File: src/rtl/alu_issue_pkg.sv
// alu_issue_pkg: encodings, overflow constants and decoded-op record for the ALU issue port
package alu_issue_pkg;
   localparam logic [4:0] OP_RTYPE = 5'b00000;
   localparam logic [4:0] OP_BNE   = 5'b00010;
   localparam logic [4:0] OP_ADDI  = 5'b00101;
   localparam logic [4:0] OP_BLT   = 5'b00110;
   localparam logic [4:0] ALU_ADD  = 5'd0;
   localparam logic [4:0] ALU_SUB  = 5'd1;
   localparam logic [4:0] ALU_AND  = 5'd2;
   localparam logic [4:0] ALU_OR   = 5'd3;
   localparam logic [4:0] ALU_SLL  = 5'd4;
   localparam logic [4:0] ALU_SRA  = 5'd5;
   localparam logic [4:0] RSTATUS_REG = 5'd30;
   localparam logic [31:0] OVF_ADD  = 32'd1;
   localparam logic [31:0] OVF_ADDI = 32'd2;
   localparam logic [31:0] OVF_SUB  = 32'd3;
   typedef enum logic [2:0] {K_ALU, K_ADDI, K_BNE, K_BLT, K_ILL} kind_t;
   typedef struct packed {
      logic [31:0] opa;
      logic [31:0] opb;
      logic [31:0] imm;
      logic [4:0]  aluop;
      logic [4:0]  shamt;
      logic [4:0]  rd;
      logic        we;
      kind_t       kind;
   } dec_t;
endpackage

File: src/rtl/alu_issue_decode.sv
// alu_issue_decode: combinational instruction + operand decode into an ALU request
module alu_issue_decode
   import alu_issue_pkg::*;
(
   input  logic [31:0] instr,
   input  logic [31:0] rs_val,
   input  logic [31:0] rt_val,
   output dec_t        dec
);
   logic [4:0] op;
   logic [4:0] fn;
   assign op = instr[31:27];
   assign fn = instr[6:2];
   always_comb begin
      dec = '0;
      dec.rd = instr[26:22];
      dec.imm = {{15{instr[16]}}, instr[16:0]};
      dec.kind = K_ILL;
      if (op == OP_RTYPE && fn <= ALU_SRA) begin
         dec.kind = K_ALU;
         dec.opa = rs_val;
         dec.opb = rt_val;
         dec.aluop = fn;
         dec.shamt = instr[11:7];
         dec.we = 1'b1;
      end else if (op == OP_ADDI) begin
         dec.kind = K_ADDI;
         dec.opa = rs_val;
         dec.opb = {{15{instr[16]}}, instr[16:0]};
         dec.aluop = ALU_ADD;
         dec.we = 1'b1;
      end else if (op == OP_BNE || op == OP_BLT) begin
         // branches compare the rd register value (carried on rt_val) against rs
         dec.kind = op == OP_BNE ? K_BNE : K_BLT;
         dec.opa = rt_val;
         dec.opb = rs_val;
         dec.aluop = ALU_SUB;
      end
   end
endmodule

File: src/rtl/alu_issue_ctrl.sv
// alu_issue_ctrl: two-stage issue/result pipeline driving an external combinational ALU
module alu_issue_ctrl
   import alu_issue_pkg::*;
(
   input  logic        clock,
   input  logic        reset_n,
   input  logic        in_valid,
   output logic        in_ready,
   input  logic [31:0] in_instr,
   input  logic [31:0] in_rs_val,
   input  logic [31:0] in_rt_val,
   output logic [31:0] alu_operandA,
   output logic [31:0] alu_operandB,
   output logic [4:0]  alu_opcode,
   output logic [4:0]  alu_shamt,
   input  logic [31:0] alu_result,
   input  logic        alu_neq,
   input  logic        alu_lt,
   input  logic        alu_ovf,
   output logic        out_valid,
   input  logic        out_ready,
   output logic        out_we,
   output logic [4:0]  out_rd,
   output logic [31:0] out_data,
   output logic        out_branch_taken,
   output logic [31:0] out_imm,
   output logic        out_illegal
);
   dec_t dec, s1;
   logic s1_valid, adv, ovf_hit;
   logic [31:0] ovf_val;
   alu_issue_decode u_dec (.instr(in_instr), .rs_val(in_rs_val), .rt_val(in_rt_val), .dec(dec));
   assign adv = s1_valid && (!out_valid || out_ready);
   assign in_ready = !s1_valid || adv;
   assign alu_operandA = s1_valid ? s1.opa : '0;
   assign alu_operandB = s1_valid ? s1.opb : '0;
   assign alu_opcode = s1_valid ? s1.aluop : '0;
   assign alu_shamt = s1_valid ? s1.shamt : '0;
   // only add/addi/sub report overflow; logic ops and branch compares ignore the flag
   assign ovf_hit = alu_ovf && (s1.kind == K_ADDI ||
                    (s1.kind == K_ALU && (s1.aluop == ALU_ADD || s1.aluop == ALU_SUB)));
   assign ovf_val = s1.kind == K_ADDI ? OVF_ADDI : s1.aluop == ALU_SUB ? OVF_SUB : OVF_ADD;
   always_ff @(posedge clock or negedge reset_n) begin
      if (!reset_n) begin
         s1_valid <= 1'b0;
         s1 <= '0;
         out_valid <= 1'b0;
         out_we <= 1'b0;
         out_rd <= '0;
         out_data <= '0;
         out_branch_taken <= 1'b0;
         out_imm <= '0;
         out_illegal <= 1'b0;
      end else begin
         if (in_ready) begin
            s1_valid <= in_valid;
            if (in_valid) s1 <= dec;
         end
         if (adv) begin
            out_valid <= 1'b1;
            out_we <= ovf_hit || (s1.we && s1.rd != 5'd0);
            out_rd <= ovf_hit ? RSTATUS_REG : s1.rd;
            out_data <= ovf_hit ? ovf_val : alu_result;
            out_branch_taken <= s1.kind == K_BNE ? alu_neq : s1.kind == K_BLT ? alu_lt : 1'b0;
            out_imm <= s1.imm;
            out_illegal <= s1.kind == K_ILL;
         end else if (out_ready) out_valid <= 1'b0;
      end
   end
endmodule

File: config.mk
export PLATFORM = sky130hd
export DESIGN_NAME = alu_issue_ctrl
export DESIGN_NICKNAME = d
export VERILOG_FILES = /design/src/rtl/alu_issue_pkg.sv /design/src/rtl/alu_issue_decode.sv /design/src/rtl/alu_issue_ctrl.sv
export SDC_FILE = /design/constraint.sdc
export NUM_CORES = 1
export LEC_CHECK = 0
export CORE_MARGIN = 2
export CORE_UTILIZATION = 35
export DETAILED_ROUTE_END_ITERATION = 8
export PLACE_DENSITY_LB_ADDON = 0.12
export SYNTH_ARGS = -nofsm -noshare
export SYNTH_HDL_FRONTEND = slang
export SYNTH_SLANG_ARGS = --single-unit
File: constraint.sdc
create_clock -name clock -period 5.1 [get_ports clock]
set_input_delay 1.02 -clock clock [delete_from_list [all_inputs] [get_ports clock]]
set_output_delay 1.02 -clock clock [all_outputs]
set_load 0.01 [all_outputs]
After elaboration in Yosys (flattened, before gate mapping)
Cells that the tools add are included.
Word-level totals
  register bits after elaboration: 159
  input bits: 135
  output and inout bits: 148
  word-level logic and storage cells: 68
Cells by class
  $lt $le $gt $ge: 1
  equality and inequality tests: 8
  multiplexer cells: 24
  reductions and logical operators: 19
Operators with widths (count)
  $mux 64: 3
  $mux 32: 3
  $mux 5: 6
  $eq 5x3->1 const B: 2
  $logic_not 5->1: 2
  $mux 1: 7
  $eq 3x2->1 const B: 2
  $logic_or 1x1->1: 6
  $mux 3: 2
  $eq 5x1->1 const B: 1
  $eq 5x2->1 const B: 1
  $le 5x3->1 const B: 1
  $logic_and 1x1->1: 5
  $reduce_bool 5->1: 1
  $mux 2: 2
  $mux 4: 1
  $eq 3x1->1 const B: 1
  $eq 3x3->1 const B: 1
  $logic_not 3->1: 1
  $logic_not 1->1: 2
  $reduce_and 2->1: 1
  $reduce_bool 2->1: 1

Longest topological paths before layout
Gate-level depths: netlist of run 1.
  depth in word-level cells: 6
  depth in mapped cells: 7
  gate-level depth less buffers: 4

Modules after synthesis
From an unflattened synthesis of run 1, not the netlist that was laid out.
Second synthesis, totals
  cell total of the unflattened synthesis: 806
  area, all modules: 9301.4 sq um
By module, submodules not included
  alu_issue_ctrl: times used 1, cells each 579, area an instance 7857.5 sq um, seq. area each 4729.5 sq um
  alu_issue_decode: times used 1, cells each 227, area an instance 1443.9 sq um, seq. area each 0.0 sq um

Least setup slack after synthesis of run 1
OpenSTA, ideal clock, no wires.
  kind: input to register
  start point: input in_instr[30]
  end point: register s1[2] (netlist bit)
  library setup time: 0.125 ns
  data arrival time: 2.222 ns
  required time: 4.975 ns
  slack: 2.754 ns
  cell stages on the path: 6
  path buffers: 2
  cells stage by stage: or3b_4 > nor3b_4 > o21a_1 > buf_4 > buf_6 > nor3_1
Between the ends
  longest elaborated chain between the ends: 5
  elaborated cells on any way between the ends: 9
  those cells by class: 3 x eq/ne; 3 x mux; 3 x reduce/logical
RTL lines
  start: declaration: line alu_issue_ctrl.sv:9  | input logic [31:0] in_instr,
  $eq 5x2->1 or $eq 5x3->1 (tied branches): line alu_issue_decode.sv:32  | end else if (op == OP_BNE || op == OP_BLT) begin
  $logic_or 1x1->1: line alu_issue_decode.sv:32
  $mux 3: line alu_issue_decode.sv:32
  $mux 3: line alu_issue_decode.sv:26  | end else if (op == OP_ADDI) begin
  $mux 4 *: line alu_issue_decode.sv:19  | if (op == OP_RTYPE && fn <= ALU_SRA) begin
  end signal: assignment: line alu_issue_ctrl.sv:46  | s1 <= '0;
  end signal: assignment: line alu_issue_ctrl.sv:57  | if (in_valid) s1 <= dec;
  end: declaration: line alu_issue_ctrl.sv:29  | dec_t dec, s1;
Mark *: on every way between the ends. The rest lies on a longest branch, timed or not.
A chain may end at the register's enable or synchronous reset.

Final worst setup path of run 1
  start point: register s1_valid
  end point: output alu_operandB[7]
Between the ends
  longest elaborated chain between the ends: 1
RTL lines
  start: declaration: line alu_issue_ctrl.sv:30  | logic s1_valid, adv, ovf_hit;
  start signal: assignment: line alu_issue_ctrl.sv:56  | s1_valid <= in_valid;
  $mux 32: line alu_issue_ctrl.sv:36  | assign alu_operandB = s1_valid ? s1.opb : '0;
  end: declaration: line alu_issue_ctrl.sv:13  | output logic [31:0] alu_operandB,
No other way between the ends.

==> impl_metrics.csv, run 1 <==
group,metric,value,unit
run_status,status,"finished clean",
layout,nets,1075,
synthesis,syn-num-nets,835,
layout,area_delta_synth_final,49.66,%
synthesis,syn_area_per_cell,10.10,um^2
placed_design,globalplace.congestion,0.8023,
synthesis,syn_inst,700,
worst_setup_path,path_cells,"buf_4 -> and2_1 -> clkdlybuf4s50_1",
timing,hold_viol,0,
synthesis,yosysUniqueCellTypes,37,
timing,setup-violations-final,0,
floorplanning,rows,51,
power,intPower,2.653,mW
clocking,post_cts_buffers,0,
layout,multi_input_area,2756,um^2
hold_path,hold_depth,2,
synthesis,synth_largest_area_cell,"dfrtp_1",
timing,fin_crit,3422,ps
power,peakVddDrop,215.8,uV
grt,grtUsageTotal,0.2106,
synthesis,ys.flop_type,"dfrtp_1",
worst_setup_path,worstPathMaxFanout,40,
clocking,ctsResizeCount,0,
clocking,ctsRootBufferMaster,"clkbuf_16",
clocking,hold_buffers,0,
floorplanning,die_h,146.2,um
detailed_routing,wl,22260,um
detailed_routing,route.detailed.drc,0,
synthesis,synthArstFlopShare,1.000,
clocking,clock-sinks,159,
worst_setup_path,end_kind,"primary output",
clocking,clk_latency,430,ps
power,comb_power_share,0.220,
synthesis,synth_area_leaders,"dfrtp_1 56%, nand2_1 7.9%, a22o_1 7.8%",
worst_setup_path,cp-start-kind,"register",
synthesis,synth_commonest_cells,"159 x dfrtp_1, 149 x nand2_1, 79 x and2_1, 63 x a22o_1",
placed_design,dpl.hpwl,14760,um
timing,slew_headroom,0.2821,
placed_design,portBuffers,277,
worst_setup_path,crit_slowest_cell,"dfrtp_2",
power,cellLeakagePower,4.873,nW
grt,antenna_found_initial,0,
timing,drv_slew,0,
layout,drive_above_1_share,0.05561,
floorplanning,io_pins,283,
grt,grt_pass1_wl,35490,um
power,p_seq_frac,0.410,
detailed_routing,viasPerCell,4.964,
synthesis,synth_area,7073,um^2
grt,grt_start_max_net_pins,101,
worst_setup_path,critPathMaxStageDelay,750,ps
layout,fillers,1842,
layout,seq_area,3980,um^2
synthesis,synth-seq-cells,159,
clocking,numCtsBuffers,17,
clocking,cts_tree,"yes",
floorplanning,dieArea,21360,um^2
clocking,h-tree-depth,4,
grt,grt_pass1_vias,6188,
timing,fin_crit_sh,0.6710,
timing,clock_skew,10.50,ps
floorplanning,core_area,19650,um^2
timing,fmax,0.2922,GHz
worst_setup_path,arrival,2400,ps
detailed_routing,ant_nets,0,
timing,tightest_slew,1073,ps
detailed_routing,wl_per_cell,18.27,um
power,power_density,346.9,nW/um^2
run,cap_violations,0,
timing,grt_setup_unrepaired,"false",
floorplanning,fp.dieW,146.2,um
detailed_routing,vias,6046,
floorplanning,start_util,0.3599,
hold_path,min_path_type,"reg -> reg",
power,swShare,0.2774,
power,p_switching,1.019,mW
layout,n_antenna_cell,0,
synthesis,yosysMostFrequentCell,"dfrtp_1",
detailed_routing,initialDrtViolationCount,299,
detailed_routing,drt_first_pass_iters,4,
worst_setup_path,crit_type,"reg -> out",
synthesis,synth_warnings,0,
worst_setup_path,critPathRequiredTime,4080,ps
clocking,cts_max_path_buffers,2,
synthesis,ys_seq_area_frac,0.5625,
worst_setup_path,ff2ff_path_depth,5,
clocking,clkSlewWorstSetupHoldPaths,60,ps
power,power,3.672,mW
synthesis,synth-edff-count,0,
power,clock_power_share,0.371,
timing,fin_tns_setup,0,ps
synthesis,synthDominantCellAreaShare,0.5625,
grt,grt_remaining_overflow,0,
==> per-stage QoR <==
stage / worst slack, ps / instances / hold WS (ps) / util / cell area [um^2]
final: 1678 / 1218 / 467.9 / 0.5386 / 10590
after CTS: 1595 / 1218 / 468.9 / 0.5386 / 10590
after floorplan: 2754 / 700 / 438.6 / - / 7073
after detailed placement: 1483 / 1186 / 451.0 / 0.5068 / 9961
after global placement: 1475 / 1186 / 451.3 / 0.5068 / 9961
after global routing: 1496 / 1218 / 487.4 / 0.5386 / 10590
==> layout make-up <==
class                      instances  area share
clock inverter                    15     0.01879
tap                              265     0.03132
inverter                           1   0.0003546
sequential                       159      0.3760
timing repair buffer             289      0.2729
clock buffer                      17     0.04019
multi-input combinational        472      0.2604
==> critical path: cells and delay by family, from the launching register on <==
family | cells | cell delay (ps)
simple gates | 1 | 180
flops | 1 | 750
buf+inv | 2 | 1020
==> logic make-up (layout without fill, tap and decap cells) <==
logic type / after synthesis / in the layout / share of synthesized area
AND/OR/NAND/NOR: 284 / 284 / 0.1887
AO/OA/AOI/OAI: 186 / 186 / 0.1962
flip-flops: 159 / 159 / 0.5625
buffers and inverters: 69 / 322 / 0.04988
XOR/XNOR: 1 / 1 / 0.001239
multiplexers: 1 / 1 / 0.001415
==> flip-flops by register name, indices dropped and copies added (netlist names), 5 cells and up <==
| register | count |
|---|---|
| out_data | 32 |
| out_rd | 5 |
| out_imm | 17 |
| s1 | 100 |
==> layer usage <==
| metal | vias up | share of wire | wire length (um) | global-route usage |
|---|---|---|---|---|
| met5 | - | 0 | 0 | 0 |
| met4 | 0 | 0.021 | 461 | 0.06796 |
| met3 | 29 | 0.089 | 1990 | 0.07719 |
| met2 | 237 | 0.44 | 9788 | 0.3179 |
| met1 | 2896 | 0.45 | 10020 | 0.2828 |
| li1 | 2884 | - | - | - |
==> worst paths after layout <==
check	endpoint	from	slack, ps
hold reg to reg	out_imm[7]$_DFFE_PN0P_	s1[26]$_DFFE_PN0P_	470
setup reg to reg	s1[93]$_DFFE_PN0P_	s1_valid$_DFFE_PN0N_	2290
hold / removal	out_imm[7]$_DFFE_PN0P_	s1[26]$_DFFE_PN0P_	470
setup / recovery	alu_operandB[7]	s1_valid$_DFFE_PN0N_	1680
max in group asynchronous	s1[16]$_DFFE_PN0P_	reset_n	3540
min in group asynchronous	out_data[25]$_DFFE_PN0P_	reset_n	690
==> power by group through the flow <==
stage	Clock (mW)	Combinational, mW	Sequential [mW]
2_1_floorplan	0	0.311	1.55
3_3_place_gp	0	0.806	1.53
3_5_place_dp	0	0.813	1.53
4_1_cts	1.40	0.817	1.51
5_1_grt	1.45	0.872	1.53
6_report	1.36	0.807	1.50
==> layout by cell type (no fill, tap or decap), types with 16 or more instances in the layout <==
cell             count
a221oi_1            16
a22o_1              63
dfrtp_1            158
a22oi_1             16
a21oi_1             34
nand2_1            147
and2_1              78
clkdlybuf4s50_1    276
a21o_1              35
clkbuf_16           17
nor2_1              37
Power figures use the tool's default switching activity.
==> inputs of run 2 (changes only) <==
clock period = 3.35 ns   (was 5.1 ns; I/O delays follow)
==> impl_metrics.csv, run 2 (synthesized netlist as in run 1, its figures left out) <==
group,metric,value,unit
run_status,status,"finished clean",
detailed_routing,wl_per_cell,18.06,um
clocking,cts_max_path_buffers,2,
timing,fmax,0.3590,GHz
power,peakVddDrop,362.6,uV
worst_setup_path,rr_endpoint,"s1[72]$_DFFE_PN0P_",
worst_setup_path,arrival,2120,ps
hold_path,min_path_type,"in -> async",
layout,final_cell_mix,"276 x clkdlybuf4s50_1, 158 x dfrtp_1, 147 x nand2_1",
layout,fin_area,10690,um^2
layout,area_delta_synth_final,51.14,%
timing,fin_crit,2785,ps
timing,fin_crit_sh,0.8314,
layout,drive_above_1_share,0.06639,
run,cap_violations,0,
clocking,cts_tree,"yes",
timing,hold_ws,201.3,ps
layout,largest_register_ffs,100,
worst_setup_path,path_cells,"buf_4 -> and2_1 -> clkdlybuf4s50_1",
timing,fin_tns_setup,0,ps
detailed_routing,initialDrtViolationCount,273,
grt,grt_start_max_net_pins,84,
floorplanning,io_pins,283,
worst_setup_path,crit_type,"reg -> out",
worst_setup_path,ff2ff_path_depth,4,
timing,slew_headroom,0.3965,
placed_design,globalplace.congestion,0.8271,
floorplanning,core_area,19650,um^2
placed_design,dp_worst_setup_slack,610.7,ps
clocking,clk_latency,420,ps
detailed_routing,route.detailed.drc,0,
power,cellLeakagePower,4.945,nW
worst_setup_path,critPathLaunch,"s1_valid$_DFFE_PN0N_",
worst_setup_path,cp-start-kind,"register",
timing,drv_slew,0,
power,power,5.581,mW
worst_setup_path,end_kind,"primary output",
power,power_density,522.0,nW/um^2
layout,layout_commonest_cell,"clkdlybuf4s50_1",
floorplanning,fp.dieW,146.2,um
grt,grt_pass1_wl,35850,um
timing,worst_slack,564.8,ps
timing,clock_skew,8.479,ps
detailed_routing,wl,22200,um
worst_setup_path,reg2reg_slack,1280,ps
placed_design,dpl_cell_area,10070,um^2
clocking,post_cts_buffers,0,
grt,grt_pass1_vias,6377,
layout,nets,1086,
worst_setup_path,critPathRequiredTime,2680,ps
layout,largestRegisters,"s1 x100, out_data x32, out_imm x17",
floorplanning,dieArea,21360,um^2
layout,n_antenna_cell,0,
worst_setup_path,crit_slowest_cell,"dfrtp_2",
floorplanning,start_util,0.3599,
layout,top_register,"s1",
detailed_routing,viasPerCell,4.985,
clocking,ctsRootBufferMaster,"clkbuf_16",
grt,grt_remaining_overflow,0,
grt,antenna_found_initial,1,
timing,hold_viol,0,
floorplanning,rows,51,
clocking,h-tree-depth,4,
worst_setup_path,worstPathMaxFanout,30,
clocking,hold_buffers,0,
worst_setup_path,crit_path_end,"alu_operandB[10]",
placed_design,dpl.hpwl,15300,um
grt,grtUsageTotal,0.2109,
floorplanning,die_h,146.2,um
clocking,ctsResizeCount,0,
worst_setup_path,r2r-start,"s1_valid$_DFFE_PN0N_",
detailed_routing,ant_nets,0,
timing,tightest_slew,905.2,ps
clocking,clkSlewWorstSetupHoldPaths,70,ps
worst_setup_path,critPathMaxStageDelay,710,ps
timing,setup-violations-final,0,
placed_design,portBuffers,277,
clocking,numCtsBuffers,17,
detailed_routing,vias,6127,
detailed_routing,drt_first_pass_iters,5,
clocking,clock-sinks,159,
timing,grt_setup_unrepaired,"false",
run 2: changes by cell type in the layout (fill, tap and decap cells not counted), sizes merged:
cell	delta
clkinvlp	-1
bufinv	-1
clkinv	-1
buf	+11
inv	+3
run 2: per-stage QoR:
stage                       util  cells
after CTS                 0.5439   1229
after global routing      0.5439   1229
after global placement    0.5123   1197
after detailed placement  0.5123   1197
after floorplan                -    700
final                     0.5439   1229
run 2: routing by layer:
layer | up-vias | track usage | share of wire
met5 | - | 0 | 0
met4 | 0 | 0.06019 | 0.017
met3 | 24 | 0.07438 | 0.086
met2 | 221 | 0.3210 | 0.46
met1 | 2985 | 0.2860 | 0.44
li1 | 2897 | - | -
run 2: worst min-delay path by stage:
stage                  startpoint                            to  slack (ps)  cells after the start
6_report                  reset_n      out_data[25]$_DFFE_PN0P_         200                      1
5_1_grt                   reset_n      out_data[26]$_DFFE_PN0P_         220                      1
4_1_cts                   reset_n      out_data[21]$_DFFE_PN0P_         210                      1
3_5_place_dp   s1[30]$_DFFE_PN0P_       out_imm[11]$_DFFE_PN0P_         450                      2
3_3_place_gp   s1[33]$_DFFE_PN0P_       out_imm[14]$_DFFE_PN0P_         450                      2
2_1_floorplan             reset_n  out_branch_taken$_DFFE_PN0P_         370                      0
run 2: cell type report:
class / instances / area [um^2]
Clock inverter: 15 / 196.4
Fill cell: 1837 / 8964
Sequential cell: 159 / 3980
Tap cell: 265 / 331.6
Clock buffer: 17 / 425.4
Inverter: 1 / 3.754
Multi-Input combinational cell: 472 / 2756
Timing Repair Buffer: 300 / 2997
run 2: critical path, delay by kind of cell (launching register included):
kind / cells / cell delay (ps)
buffers and inverters: 2 / 830
flip-flops: 1 / 710
AND/OR/NAND/NOR: 1 / 140
run 2: where the power goes:
group	internal (mW)	switching, mW	total (mW)
Sequential	2.15	0.142	2.29
Combinational	0.705	0.537	1.24
Clock	1.14	0.901	2.05
Total	4.00	1.58	5.58
==> RTL change: new RTL, settings of run 1 <==
Make the reset (`reset_n`) synchronous in one clocked block.
--- a/src/rtl/alu_issue_ctrl.sv
+++ b/src/rtl/alu_issue_ctrl.sv
@@ -42,3 +42,3 @@
    assign ovf_val = s1.kind == K_ADDI ? OVF_ADDI : s1.aluop == ALU_SUB ? OVF_SUB : OVF_ADD;
-   always_ff @(posedge clock or negedge reset_n) begin
+   always_ff @(posedge clock) begin
       if (!reset_n) begin
Formal check against the unedited RTL: differs if reset_n is asserted again (counterexample within 4 cycles, from zero or initial values and one cycle with reset_n low); with reset_n held inactive, the same outputs for 4 cycles.
==> RTL change against run 1 <==
Register-to-register slack gained 300 ps; area after synthesis shrank 4.4%; wire length rose by 5.0%; utilization decreased by 0.35 points; clock skew is 5.6 ps higher; via count up 9.8%; design area down 4.8%; setup slack gained 7.8 ps; sequential cell count is the same; critical path depth unchanged; highest routed layer unchanged.
Power is not compared: it rests on default switching activity, and its combinational part moved more than twofold at a synthesized area within 25%.
==> RTL change: results (changes against run 1) <==
** Outcome
- Status :: finished clean

** Global route
- Largest net degree at the start of global routing :: 75 (-26%)
- The met2 global-route usage came to 35.48% (+3.7 points).
- The met1 track utilization from global routing was 28.87% (+0.60 points).
- First-pass GRT wire length :: 35.24 mm (-0.70%)
- The number of global-route vias before repair came to 6186 (-0.032%).
- All-Layer GR Usage :: 22.18% (+1.1 points)
- The fraction of met3 tracks used by global routing was 7.076% (-0.64 points).

** Placement
- The detailed placement HPWL is 14.94 mm (+1.2%).
- Final estimated routing congestion in global placement :: 0.7888 (-1.7%)
- The number of input and output port buffers inserted was 277 (unchanged).

** Route
- The DRC violation total after the first TritonRoute iteration came to 442 (+48%).
- The post-route DRC violation count was 0 (unchanged).
- The number of optimization iterations in the first detailed-route pass came to 5 (+1).
- Post-Route WL :: 23.37 mm (+5.0%)
- The total vias in the final route is 6639 (+9.8%).

** Setup path
- Maximum cell stage delay along the critical path :: 600 ps (-150 ps)
- Worst setup slack for register-to-register paths :: 2590 ps (+300 ps)
- Reg-to-Reg Start :: s1_valid$_SDFFE_PN0N_
- Cell at the slowest stage of the critical path :: clkdlybuf4s50_1
- The endpoint identified for the worst register-to-register timing path is s1[83]$_SDFFE_PN0P_.
- Worst r2r path cells :: 6 (+1)
- Crit-path max FO :: 15 (-63%)

** Clock tree
- The number of H-tree branching levels is 4 (unchanged).
- The total setup buffers inserted after CTS is 0 (unchanged).
- Source-to-sink clock delay at the later pin of the worst-skew pair :: 430 ps (about the same)

** Worst hold path
- Hold endpoint :: s1[10]$_SDFFE_PN0P_
- Hold Path Stages :: 2 (unchanged)
- The worst hold path begins at s1[10]$_SDFFE_PN0P_.

** Synth
- Synth Area in Compound Gates :: 25.30% (+5.7 points)
- By area the synthesized netlist is led by dfxtp_1, a22o_1, a21oi_1.
- Share of synthesized flip-flops with an asynchronous set or reset :: 0% (-100 points)
- The mux cell area share after synthesis was 0.1665% (+0.025 points).
- The number of library cell types mapped by synthesis was 41 (+11%).
- Counting instances in the post-synthesis netlist gives the leading cell types as dfxtp_1, nand2_1, a21oi_1.
- The post-synth net total was 936 (+12%).
- The sequential cell area fraction in the yosys report is 47.05% (-9.2 points).
- The post-synthesis xor/xnor area fraction is 0.1295% (+0.0056 points).

** Timing
- Clk_skew :: 16.08 ps (+5.581 ps)
- The headroom to the max-slew limit is 22.49% (-5.7 points).

** Cells and area
- The number of inserted filler cells in the final layout came to 1762 (-4.3%).
- Count of antenna diodes in the layout :: 0 (unchanged)
- Layout net count :: 1155 (+7.4%)
- Max FFs per register :: 100 (unchanged)
- The share of cells above drive strength 1 came to 6.099% (+0.54 points).

** Power and ir drop
- In this run the static leakage power is roughly 3.6 nW.
RTL change: kinds of logic after synthesis:
family                    Yosys count
AOI/OAI and AO/OA                 264
and+or+nand+nor                   252
DFF                               159
buffers and inverters             124
xor gates and xnor gates            1
muxes                               1
RTL change: final cells by class:
cell class	instances	share of cell area [%]
sequential	159	31.60
tap	260	3.229
timing repair buffer	289	28.36
inverter	35	1.304
clock inverter	14	1.465
clock buffer	18	4.359
multi-input combinational	518	29.68
RTL change: stage by stage:
| stage | cell area (µm²) | setup WS (ps) | std cells | hold WS (ps) | util (%) |
|---|---|---|---|---|---|
| detailed placement | 9489 | 1690 | 1261 | 440.3 | 50.39 |
| CTS | 10080 | 1680 | 1293 | 448.2 | 53.51 |
| floorplan | 6765 | 2602 | 801 | 427.3 | - |
| global route | 10080 | 1627 | 1293 | 465.6 | 53.51 |
| global placement | 9489 | 1687 | 1261 | 433.8 | 50.39 |
| finish | 10080 | 1686 | 1293 | 449.0 | 53.51 |
RTL change: worst max-delay path by stage:
stage / from / endpoint / slack, ps
6_report: out_ready / in_ready / 1690
5_1_grt: out_ready / in_ready / 1630
3_5_place_dp: out_ready / in_ready / 1690
2_1_floorplan: out_ready / in_ready / 2600
3_3_place_gp: out_ready / in_ready / 1690
4_1_cts: out_ready / in_ready / 1680
RTL change: layer usage:
metal  vias to the layer above  routed length, µm
li1                       3237                  -
met1                      3110              10200
met2                       268              10810
met3                        24               2017
met4                         0                334
met5                         -                  0
RTL change: report_power, final:
part	internal (mW)	leakage [nW]	total, mW	switching, mW
logic	0.185	2.00	0.357	0.172
clock network	0.703	0.283	1.28	0.573
registers	1.29	1.30	1.31	0.0235
RTL change: tightest hold or removal path, cell delays in order, from the launching register on:
cell and delay, ps:
dfxtp_1 310, nand2_1 50, a21oi_1 50
